===== config.mk =====
export PLATFORM = sky130hd
export DESIGN_NAME = jk_sync_counter4
export DESIGN_NICKNAME = d
export VERILOG_FILES = /design/src/rtl/jk_sync_counter4.sv
export SDC_FILE = /design/constraint.sdc
export NUM_CORES = 1
export LEC_CHECK = 0
export ABC_AREA = 1
export ABC_CLOCK_PERIOD_IN_PS = 1700
export CAP_MARGIN = 20
export CORE_AREA = 2 2 39 41
export CTS_BUF_LIST = sky130_fd_sc_hd__clkbuf_8 sky130_fd_sc_hd__clkbuf_16
export DETAILED_ROUTE_END_ITERATION = 7
export DIE_AREA = 0 0 41 43
export PLACE_DENSITY_LB_ADDON = 0.05
export SYNTH_ARGS = -nofsm -noshare
export SYNTH_HDL_FRONTEND = slang
export SYNTH_SLANG_ARGS = --single-unit

===== constraint.sdc =====
create_clock -name clock -period 1.7 [get_ports clock]
set_input_delay 0.255 -clock clock [delete_from_list [all_inputs] [get_ports clock]]
set_output_delay 0.255 -clock clock [all_outputs]
set_load 0.005 [all_outputs]

===== src/rtl/jk_sync_counter4.sv =====
// Synchronous up-counter built from JK master-slave stages with look-ahead toggle enables.
// The count advances on the falling clock edge; clear is asynchronous and active-low.
module jk_sync_counter4 #(
   parameter int WIDTH = 4
) (
   input  logic             clock,
   input  logic             clear,
   input  logic             count_enable,
   output logic [WIDTH-1:0] Q,
   output logic [WIDTH-1:0] Qbar
);

   logic [WIDTH-1:0] r_slave;
   logic [WIDTH-1:0] w_toggle;
   logic [WIDTH-1:0] w_jkJ;
   logic [WIDTH-1:0] w_jkK;
   logic [WIDTH-1:0] w_master;

   genvar i;
   generate
      for (i = 0; i < WIDTH; i++) begin : g_stage
         // Each stage's toggle is a direct AND of all lower bits, so the carry never ripples.
         if (i == 0) begin : g_lsb
            assign w_toggle[i] = count_enable;
         end else begin : g_upper
            assign w_toggle[i] = count_enable & (&r_slave[i-1:0]);
         end

         assign w_jkJ[i]    = w_toggle[i];
         assign w_jkK[i]    = w_toggle[i];
         assign w_master[i] = (w_jkJ[i] & ~r_slave[i]) | (~w_jkK[i] & r_slave[i]);
      end
   endgenerate

   // Master value is transparent while clock is high; the slave takes it on the falling edge.
   always_ff @(negedge clock or negedge clear) begin
      if (!clear) begin
         r_slave <= '0;
      end else begin
         r_slave <= w_master;
      end
   end

   assign Q    = r_slave;
   assign Qbar = ~r_slave;

endmodule


# Yosys cells after proc, flatten, opt, wreduce, memory -nomap -nowiden
# Cells that the tools add are included.
[word_totals]
register_bits = 4
in_bits = 3
wordCells = 27
[classes]
n_bitwise = 24
reduce_logical = 2
[ops]
columns = ["cell", "n"]
rows = [
  ["$and 1x1->1", 11],
  ["$not 1->1", 8],
  ["$not 4->4", 1],
  ["$or 1x1->1", 4],
  ["$reduce_and 3->1", 1],
  ["$reduce_and 2->1", 1],
]

# Longest topological paths before layout
# Gate-level depths: netlist (run 1).
[depth]
depth_word = 5
depth_mapped = 4
mapped_depth_nobuf = 4

==> run_results.csv, run 1 <==
group,metric,value,unit
run_status,status,"finished, violations left",
run_status,violations,"negative setup slack",
setup_path,critical-path-slowest-cell,"dfrtn_1",
synthesis,yosysUniqueCellTypes,8,
grt,track_usage,9.940,%
pwr,p_total,1.032,mW
setup_path,crit_path_end,"Q[2]",
setup_path,crit_fanout,2,
placement,place_inst,51,
pwr,power-per-cell-area,2136,nW/um^2
sta,skew,0.5110,ps
synthesis,ys_seq_elements,4,
setup_path,crit_top_cell,"buf_6",
cells_and_area,fin_util,34.90,%
pwr,ir_drop,636.3,uV
detailed_routing,drc_errors,0,
setup_path,crit_chain,"buf_6 > buf_6",
setup_path,rr_endpoint,"Q[3]",
setup_path,cpPeakStageDelay,420,ps
sta,hold_viol,0,
sta,tns,-1758,ps
sta,report.final.slew_viol_count,0,
synthesis,ys_warn_count,0,
clocking,cts_buffers,3,
sta,slew_headroom,84.93,%
floorplanning,std_cell_rows,14,
cells_and_area,largest_register_ffs,4,
synthesis,ys_seq_area_share,56.74,%
clocking,cts_sinks,4,
cells_and_area,synthToLayoutAreaGrowth,173.8,%
placement,routabilityCongestion,0.5998,
cells_and_area,drive_above_1_share,64.71,%
clocking,cts_hold_repair.buffers,0,
grt,overflow,0,
detailed_routing,wl_per_cell,10.07,um
grt,antenna_found_initial,0,
floorplanning,die_area,1763,um^2
setup_path,r2r-start,"Q[3]",
cells_and_area,nets,57,
min_path,hp-class,"register to register",
synthesis,syn_nets,22,
flow_run,max_cap_violations,0,
detailed_routing,ant_nets,0,
sta,setup_ws,-252.0,ps
floorplanning,initial_utilization,12.75,%
placement,numPortBuffers,10,
detailed_routing,firstDrtPassIters,2,
detailed_routing,via_count,237,
setup_path,critical_path_arrival,1700,ps
clocking,cts_root_buf,"clkbuf_8",
floorplanning,core,1384,um^2
clocking,clk_path_buf_depth,2,
setup_path,worst_setup_path_end_kind,"primary output",
synthesis,syn_inst,18,
synthesis,synth_area,176.4,um^2
setup_path,critPathLaunch,"Q[2]",
clocking,tritoncts,"built",
floorplanning,die_x,41,um
cells_and_area,final_cells,67,
clocking,clk_latency,240,ps
sta,setup_viol,8,
clocking,path_clk_slew,30,ps
floorplanning,die_y,43,um
placement,hpwl,393.2,um
setup_path,critPathKind,"register to primary output",
detailed_routing,wl,675,um
cells_and_area,num_antenna_cells,0,
grt,grt_max_degree,5,
grt,grt_pass1_wl,1062,um
floorplanning,io_pins,11,
setup_path,worstSetupStartpointType,"register",
detailed_routing,viasPerCell,3.537,
placement,preCtsSetupSlack,-405.4,ps
pwr,leakage,0.2657,nW
sta,worst_pin_slew,225.4,ps
sta,grt_setup_unrepaired,"true",
synthesis,avgSynthCellArea,9.801,um^2
setup_path,reg2reg_slack,80,ps
detailed_routing,drt_iter0_markers,3,
grt,grt_pass1_vias,268,
setup_path,worstPathRequired,1440,ps
clocking,htreeDepth,1,
setup_path,reg2reg_depth,11,
-- worst min path at each step --
stage / startpoint / to / cells past startpoint
2_1_floorplan: Q[3] / Q[3] / 2
3_3_place_gp: Q[3] / Q[3] / 3
3_5_place_dp: Q[3] / Q[3] / 3
4_1_cts: Q[2] / Q[2] / 3
5_1_grt: Q[1] / Q[1] / 2
6_report: Q[1] / Q[1] / 2
-- timing repair --
item	in CTS	in global routing
pin swaps	1	1
buffers inserted	22	3
resized for setup	42	0
hold endpoints to repair	0	0
setup endpoints to repair	12	9
-- area by class of cell --
type	count	area, um^2
clock buffers	3	41.29
fillers	147	900.9
inverters	4	15.01
multi-input cells	10	66.31
flip-flops and latches	4	100.1
well taps	16	20.02
repair buffers	30	240.2
-- worst max-delay path, delay by kind of cell (launching register included) --
family,cells,cell delay [ps]
flip-flops,1,420
buffers and inverters,2,190
-- per-stage QoR --
step / cell area (um^2) / hold WS [ps]
after floorplan: 176.4 / 445.3
after CTS: 475.5 / 575.8
final: 483.0 / 562.9
after global routing: 483.0 / 596.5
after detailed placement: 349.1 / 538.1
after global placement: 349.1 / 528.8
-- synthesized netlist by cell type --
library cell / count / area [um^2]
dfrtn_1: 4 / 100.1
ha_1: 1 / 12.51
inv_1: 4 / 15.01
nand2_1: 3 / 11.26
nand3_1: 2 / 10.01
nand4_1: 1 / 6.260
nor2_1: 1 / 3.750
xor2_1: 2 / 17.52
-- routing by layer --
metal / wire (um) / GRT usage, % / up-vias
li1: - / - / 122
met1: 275 / 10.29 / 104
met2: 337 / 15.31 / 9
met3: 52 / 1.571 / 2
met4: 10 / 10.00 / 0
met5: 0 / 0 / -
-- power breakdown --
part	total, mW	switching, mW	internal, mW	leakage [nW]
combinational	0.647	0.212	0.435	0.197
sequential	0.187	0.0372	0.150	0.0473
clock	0.198	0.0469	0.151	0.0216
-- cell usage in the layout (no fill, tap or decap) --
cell,n
nor2_1,1
buf_4,15
clkbuf_8,3
clkdlybuf4s50_1,1
nand3_1,1
xor2_1,2
nand2_1,3
inv_1,3
nand4_1,1
buf_6,7
buf_2,6
nand3_2,1
inv_2,1
ha_1,1
dlygate4sd2_1,1
dfrtn_1,4
-- kinds of logic (layout without fill, tap and decap cells) --
kind of cell	after synthesis	in the layout	synth area share [%]
xor+xnor	2	2	9.931
buf+inv	4	37	8.508
flops	4	4	56.74
fa+ha+maj	1	1	7.091
simple gates	7	7	17.73
Power figures use the tool's default switching activity.
==> run 2, diff against run 1 <==
CAP_MARGIN = unset   (was 20)
==> results of run 2 <==
No change in the layout: final DEF, timing and power equal those of run 1.
==> run 3, diff against run 2 <==
GPL_TIMING_DRIVEN = 0   (was unset)
==> run_results.csv, run 3 (synthesized netlist as in run 1, its figures left out) <==
group,metric,value,unit
sta,report.final.slew_viol_count,0,
pwr,sequentialPowerShare,18.9,%
flow_run,max_cap_violations,0,
floorplanning,core,1384,um^2
clocking,cts_hold_repair.buffers,0,
run_status,status,"finished, violations left",
sta,setup_viol,8,
setup_path,reg2reg_slack,90,ps
setup_path,cpPeakStageDelay,450,ps
detailed_routing,viasPerCell,3.587,
clocking,clk_latency,240,ps
floorplanning,die_y,43,um
clocking,cts_root_buf,"clkbuf_8",
sta,setup_ws,-261.7,ps
floorplanning,die_area,1763,um^2
setup_path,worstSetupStartpointType,"register",
sta,slew_headroom,84.90,%
grt,track_usage,9.347,%
setup_path,critical-path-slowest-cell,"dfrtn_1",
setup_path,reg2reg_depth,11,
setup_path,crit_fanout,3,
clocking,cts_buffers,3,
min_path,min_from,"Q[2]",
min_path,hp-class,"register to register",
sta,skew,0.8519,ps
pwr,p_int,721.0,uW
cells_and_area,drive_above_1_share,63.83,%
sta,fin_hold_ws,512.5,ps
setup_path,critPathKind,"register to primary output",
grt,grt_max_degree,5,
min_path,hold_path_depth,2,
cells_and_area,fin_util,34.18,%
detailed_routing,via_count,226,
cells_and_area,nFillCells,148,
clocking,tritoncts,"built",
sta,hold_viol,0,
detailed_routing,wl,643,um
clocking,htreeDepth,1,
cells_and_area,num_antenna_cells,0,
cells_and_area,final_cell_mix,"11 x buf_6, 9 x buf_4, 4 x dfrtn_1, 4 x buf_2",
floorplanning,io_pins,11,
run_status,violations,"negative setup slack",
pwr,clkPwrFrac,19.1,%
cells_and_area,final_cells,63,
pwr,leakage,0.2528,nW
cells_and_area,largest_register_ffs,4,
clocking,path_clk_slew,30,ps
cells_and_area,synthToLayoutAreaGrowth,168.1,%
sta,tns,-1894,ps
cells_and_area,final_common_cell,"buf_6",
pwr,ir_drop,561.0,uV
setup_path,worstPathRequired,1440,ps
detailed_routing,firstDrtPassIters,2,
detailed_routing,ant_nets,0,
detailed_routing,drc_errors,0,
clocking,cts_sinks,4,
floorplanning,die_x,41,um
grt,grt_pass1_vias,223,
placement,numPortBuffers,10,
clocking,clk_path_buf_depth,2,
grt,grt_pass1_wl,972,um
placement,routabilityCongestion,0.6072,
grt,antenna_found_initial,0,
detailed_routing,wl_per_cell,10.21,um
placement,hpwl,347.8,um
pwr,switchingPower,294.8,uW
detailed_routing,drt_iter0_markers,2,
cells_and_area,multi_input_area,66.31,um^2
setup_path,crit_chain,"inv_2 > buf_6",
pwr,power-per-cell-area,2148,nW/um^2
grt,overflow,0,
pwr,p_total,1.016,mW
setup_path,rr_endpoint,"Q[3]",
pwr,switching_share,29.03,%
sta,worst_pin_slew,225.8,ps
setup_path,worst_setup_path_end_kind,"primary output",
cells_and_area,seqCellArea,100.1,um^2
placement,place_inst,44,
pwr,power_frac_comb,62.0,%
setup_path,r2r-start,"Q[3]",
sta,grt_setup_unrepaired,"true",
cells_and_area,nets,53,
floorplanning,std_cell_rows,14,
min_path,min_to,"Q[2]",
setup_path,critical_path_arrival,1710,ps
floorplanning,initial_utilization,12.75,%
==> run 3: worst max-delay path: cells and delay by family (launching register included) <==
| kind | cells | cell delay (ps) |
|---|---|---|
| DFF | 1 | 450 |
| buffers and inverters | 2 | 170 |
==> run 3: how the worst max path moves through the flow <==
stage | from | end | slack [ps]
2_1_floorplan | Q[1] | Qbar[1] | 50
3_3_place_gp | Q[1] | Q[1] | -430
3_5_place_dp | Q[1] | Q[1] | -440
4_1_cts | Q[2] | Qbar[2] | -280
5_1_grt | Q[1] | Q[1] | -300
6_report | Q[2] | Qbar[2] | -260
==> run 3: final cells by class <==
class | count | share of cell area (%)
clock buffer | 3 | 8.730
inverter | 4 | 3.175
multi-input combinational | 10 | 14.02
sequential | 4 | 21.16
tap | 16 | 4.233
timing repair buffer | 26 | 48.68
==> run 3: repair_timing <==
action | 4_1_cts | 5_1_grt
resized for setup | 42 | 4
endpoints found under the hold margin | 0 | 0
pin swaps | 1 | 1
buffers inserted | 25 | 3
endpoints found under the setup margin | 12 | 9
==> run 3: routing by layer <==
layer	vias to the layer above	track usage [%]	wire length, um
met5	-	0	0
met4	0	8.000	0
met3	0	5.759	66
met2	9	12.81	325
met1	101	9.355	251
li1	116	-	-
==> run 3: per-stage QoR <==
stage,instance area [um^2],worst slack (ps)
after floorplan,176.4,54.56
after global placement,296.5,-428.9
after detailed placement,296.5,-437.0
after CTS,449.2,-282.5
after global routing,473.0,-296.3
final,473.0,-261.7
==> run 3: power groups by stage <==
stage / clock network [mW] / logic, mW / registers [mW]
floorplan: 0 / 0.0863 / 0.204
global route: 0.218 / 0.679 / 0.198
finish: 0.194 / 0.630 / 0.192
CTS: 0.202 / 0.564 / 0.191
detailed placement: 0 / 0.296 / 0.213
global placement: 0 / 0.298 / 0.210
